--- config.mk ---
export PLATFORM = sky130hd
export DESIGN_NAME = fifo_word_packer
export DESIGN_NICKNAME = d
export VERILOG_FILES = /design/src/rtl/fifo_word_packer.sv
export SDC_FILE = /design/constraint.sdc
export NUM_CORES = 1
export LEC_CHECK = 0
export ABC_AREA = 0
export CORE_ASPECT_RATIO = 1.75
export CORE_MARGIN = 3
export CORE_UTILIZATION = 50
export CTS_BUF_LIST = sky130_fd_sc_hd__clkbuf_8
export DETAILED_ROUTE_END_ITERATION = 12
export GPL_ROUTABILITY_DRIVEN = 0
export GPL_TIMING_DRIVEN = 1
export PLACE_DENSITY = 0.77
export SYNTH_ARGS = -nofsm -noshare
export SYNTH_HDL_FRONTEND = slang
export SYNTH_HIERARCHICAL = 1
export SYNTH_SLANG_ARGS = --single-unit
--- constraint.sdc ---
create_clock -name r_Clk -period 2.2 [get_ports r_Clk]
set_input_delay 0.22 -clock r_Clk [delete_from_list [all_inputs] [get_ports r_Clk]]
set_output_delay 0.22 -clock r_Clk [all_outputs]
set_load 0.03 [all_outputs]
--- src/rtl/fifo_word_packer.sv ---
// Packs show-ahead FIFO bytes into pack_Count-lane words. A partial word is
// flushed once the FIFO has been empty for timeout_Cycles consecutive cycles.

module fpk_lane #(
  parameter int W = 8
) (
  input  logic         r_Clk,
  input  logic         r_Rst,
  input  logic         clr,
  input  logic         we,
  input  logic [W-1:0] d,
  output logic [W-1:0] q
);
  always_ff @(posedge r_Clk or negedge r_Rst) begin
    if (!r_Rst)   q <= '0;
    else if (clr) q <= '0;
    else if (we)  q <= d;
  end
endmodule

module fifo_word_packer #(
  parameter int data_Size      = 8,
  parameter int pack_Count     = 4,
  parameter int timeout_Cycles = 16
) (
  input  logic                            r_Clk,
  input  logic                            r_Rst,
  input  logic                            fifo_Empty,
  input  logic [data_Size-1:0]            read_Data,
  output logic                            r_Inc,
  output logic [pack_Count*data_Size-1:0] out_Data,
  output logic [$clog2(pack_Count):0]     out_Count,
  output logic                            out_Partial,
  output logic                            out_Valid,
  input  logic                            out_Ready,
  output logic [15:0]                     word_Total
);
  localparam int CW = $clog2(pack_Count) + 1;

  typedef enum logic {COLLECT, HOLD} state_t;

  state_t                                 state;
  logic [CW-1:0]                          byte_cnt;
  logic [7:0]                             idle_cnt;
  logic [pack_Count-1:0][data_Size-1:0]   lane_q;
  logic                                   accept;
  logic                                   last_lane;
  logic                                   flush;

  // Gated by reset so no pop is issued while the block is held in reset.
  assign r_Inc     = r_Rst && (state == COLLECT) && !fifo_Empty;
  assign accept    = out_Valid && out_Ready;
  assign last_lane = (byte_cnt == CW'(pack_Count - 1));
  assign flush     = (state == COLLECT) && fifo_Empty && (byte_cnt != '0) &&
                     (idle_cnt == 8'(timeout_Cycles - 1));
  assign out_Data  = lane_q;

  for (genvar i = 0; i < pack_Count; i++) begin : g_lane
    fpk_lane #(.W(data_Size)) u_lane (
      .r_Clk (r_Clk),
      .r_Rst (r_Rst),
      .clr   (accept),
      .we    (r_Inc && (byte_cnt == CW'(i))),
      .d     (read_Data),
      .q     (lane_q[i])
    );
  end

  always_ff @(posedge r_Clk or negedge r_Rst) begin
    if (!r_Rst) begin
      state       <= COLLECT;
      byte_cnt    <= '0;
      idle_cnt    <= '0;
      out_Count   <= '0;
      out_Partial <= 1'b0;
      out_Valid   <= 1'b0;
      word_Total  <= '0;
    end else begin
      case (state)
        COLLECT: begin
          if (r_Inc) begin
            idle_cnt <= '0;
            byte_cnt <= byte_cnt + CW'(1);
            if (last_lane) begin
              state       <= HOLD;
              out_Valid   <= 1'b1;
              out_Count   <= CW'(pack_Count);
              out_Partial <= 1'b0;
            end
          end else if (flush) begin
            state       <= HOLD;
            idle_cnt    <= '0;
            out_Valid   <= 1'b1;
            out_Count   <= byte_cnt;
            out_Partial <= 1'b1;
          end else if (fifo_Empty && byte_cnt != '0) begin
            idle_cnt <= idle_cnt + 8'd1;
          end
        end
        HOLD: begin
          if (accept) begin
            state       <= COLLECT;
            byte_cnt    <= '0;
            idle_cnt    <= '0;
            out_Count   <= '0;
            out_Partial <= 1'b0;
            out_Valid   <= 1'b0;
            if (word_Total != 16'hFFFF) word_Total <= word_Total + 16'd1;
          end
        end
        default: state <= COLLECT;
      endcase
    end
  end
endmodule

==> metrics.txt, run 1 <==
run status=finished, final reports clean; placed instance area=3750 sq um; RSZ-0062 raised after global routing=no; Nets=363; core box area=5720 sq um; number of routed nets with antenna violations=0; chip width=64.8 um; RR Startpoint=word_Total[0]; synth unique cells=42; # IOs=66; CP Capture Type=primary output; Setup crit start=state; area grow syn2layout=32.3%; critical path class=reg2out; First DRT Iteration DRCs=76; final critical-path share of the clock period=93.5%; CTS tree=yes; Initial Utilization=52.9%; crit path cell chain=nand3b_4 > inv_2 > clkdlybuf4s50_1; worst hold path class=in2async; Filler Cells Inserted=459; drt first pass iters=4; Slew Viols, Final=0; CP Buf/Inv Count=2; H-tree levels=3; post-cts sizing count=0; YS warnings=6; Routed wire per std cell=16.2 um; Worst-Skew Late Latency=340 ps; Root Buffer=clkbuf_8; setup slack after layout=143 ps; Mapped Nets=289; diode count=0; crit path max-delay cell type=clkdlybuf4s50_1; layout cells sized above 1=9.17%; CTS clk-pin slew, worst paths=70 ps; Sum Neg Setup Slack=0 ps; initial antenna violation count=0; GRT Total Usage=21.7%; die height=109 um; Hold-fix buffers, CTS=1; Final Instance Area=4000 sq um; LEAKAGE=1.85 nW; WP data arrival=1840 ps; final setup fails=0; Cell Area, Synth=3030 sq um; DP HPWL=4900 um; Final min period=2060 ps; Row Count=36; worst-margin pin slew=700 ps; TritonCTS Sinks=65; sequential area share after synthesis=53.8%; Startpoint Class=flip-flop; vias in the first global route=2,349; Clock Path Buffers=2; DRT Wirelength=6910 um; Hold Vio Cnt, Final=0; DP Worst Slack=223 ps; max cap viols=0; VDD IR max=1210 uV; PD cells=951 nW/um^2; Fmax=0.486 GHz; Finished Core Util=69.9%; pin count of the biggest net entering global routing=58; first-pass GRT wire length=11,500 um; port bufs=65; critical path's top delay family=buffers and inverters; Mapped Cells=270; Crit Path Max Fanout=7; skew final=6.30 ps; Max-slew headroom=53.4%; flops & latches, synth=65; Req. time, crit path=1980 ps; # DRC=0; Via density=5.42; Post CTS Setup Buffer Count=0; via count=2,305; Num CTS Buffers=9; Crit path largest cell delay=690 ps; GRT overflow=0; syn_area_per_cell=11.2 sq um; Die ar.=7060 sq um
==> layout make-up <==
class                   count  area [sq um]  area share [%]
clock inverters             6           106            2.66
repair buffers             74           716            17.9
multi-input cells         185          1290            32.1
flip-flops and latches     65          1630            40.7
inverters                   9          33.8           0.844
well taps                  76          95.1            2.38
clock buffers              10           138            3.44
==> through the flow <==
| stage | total power, mW | cells | hold slack (ps) |
|---|---|---|---|
| floorplan | 2.18 | 270 | -75.6 |
| global placement | 2.55 | 408 | 107 |
| detailed placement | 2.58 | 408 | 116 |
| CTS | 3.84 | 425 | 132 |
| global route | 4.02 | 425 | 166 |
| finish | 3.81 | 425 | 121 |
==> kinds of logic (layout without fill, tap and decap cells) <==
kind of cell	count (synthesis)	after routing	synth area share, %
XOR/XNOR	16	16	4.63
AO/OA/AOI/OAI	24	24	5.46
AND/OR/NAND/NOR	105	105	18.6
adder cells (fa/ha/maj)	7	7	2.89
flip-flops	65	65	53.8
buffers and inverters	20	99	3.72
multiplexers	33	33	11.0
==> layout by cell type, fill, tap and decap left out, drive strengths merged, types with 2 or more instances in the layout <==
| master | netlist | final |
|---|---|---|
| dfrtp | 65 | 65 |
| clkdlybuf4s50 | 0 | 64 |
| nor2 | 39 | 39 |
| mux2i | 32 | 32 |
| nand2 | 19 | 19 |
| xor2 | 15 | 15 |
| clkbuf | 1 | 10 |
| inv | 9 | 10 |
| buf | 10 | 9 |
| o21ai | 8 | 8 |
| nand3 | 7 | 7 |
| a21oi | 7 | 7 |
| ha | 7 | 7 |
| nand4 | 7 | 7 |
| and3 | 6 | 6 |
| nor3b | 5 | 5 |
| or3 | 5 | 5 |
| nor3 | 5 | 5 |
| bufinv | 0 | 3 |
| and4bb | 2 | 2 |
| a32o | 2 | 2 |
| nor4 | 2 | 2 |
| and4 | 2 | 2 |
==> path summary, 6_finish.rpt <==
kind	end	slack [ps]	cells after the start
max in group asynchronous	out_Partial	1510	2
min	g_lane[1].u_lane/q[0]	120	2
max reg2reg	word_Total[1]	300	5
min reg2reg	word_Total[7]	500	1
min in group r_Clk	byte_cnt[0]	250	3
max	r_Inc	140	3
==> synthesized netlist by cell type <==
cell / n / area, sq um
buf_6: 4 / 45.0
and4_1: 1 / 8.76
mux2i_1: 32 / 320
ha_1: 7 / 87.6
a32oi_1: 1 / 8.76
o2111ai_1: 1 / 8.76
nand2b_1: 1 / 6.26
and3_1: 5 / 31.3
nor2_1: 39 / 146
inv_2: 1 / 3.75
nor3b_1: 5 / 37.5
nand3_1: 7 / 35.0
a21boi_1: 1 / 7.51
nand2_1: 19 / 71.3
nand3b_4: 1 / 20.0
a211o_1: 1 / 8.76
nor4b_1: 1 / 8.76
or4_1: 1 / 7.51
o21ai_0: 8 / 40.0
nor3_1: 5 / 25.0
a211oi_4: 1 / 20.0
a21oi_1: 7 / 35.0
nand4_1: 6 / 37.5
and2_1: 1 / 6.26
and2b_1: 1 / 7.51
nand4_2: 1 / 12.5
xor2_1: 15 / 131
a32o_1: 2 / 20.0
o31ai_1: 1 / 7.51
and3_2: 1 / 7.51
or3_1: 5 / 31.3
mux2_1: 1 / 11.3
inv_1: 8 / 30.0
dfrtp_1: 65 / 1630
nor4_2: 2 / 25.0
clkbuf_1: 1 / 3.75
a22o_1: 1 / 8.76
xnor2_1: 1 / 8.76
buf_1: 4 / 15.0
and4_4: 1 / 11.3
and4bb_1: 2 / 25.0
buf_4: 2 / 15.0
==> metal layers <==
layer | wire length, um | global-route usage, % | up-vias
li1 | - | - | 1092
met1 | 2750 | 24.0 | 1138
met2 | 3750 | 38.2 | 65
met3 | 290 | 5.05 | 10
met4 | 118 | 10.9 | 0
met5 | 0 | 0 | -
==> registers in the layout, summed over array words and instances, names as in the netlist <==
name	flops
out_Count	3
byte_cnt	3
idle_cnt	8
word_Total	16
out_Valid	1
state	1
g_lane.u_lane/q	32
out_Partial	1
==> report_power, final <==
part	internal, mW	total, mW	switching (mW)	leakage (nW)
sequential	1.35	1.51	0.157	0.885
combinational	0.426	1.06	0.638	0.841
clock	0.777	1.24	0.458	0.124
total	2.55	3.81	1.25	1.85
Note: power is estimated with default switching activity, not from simulation.
==> run 2, diff against run 1 <==
--- a/config.mk
+++ b/config.mk
@@ -6,6 +6,7 @@
 export NUM_CORES = 1
 export LEC_CHECK = 0
 export ABC_AREA = 0
+export CAP_MARGIN = 5
 export CORE_ASPECT_RATIO = 1.75
 export CORE_MARGIN = 3
 export CORE_UTILIZATION = 50
==> results of run 2 <==
Final layout, timing and power as in run 1 (identical DEF).
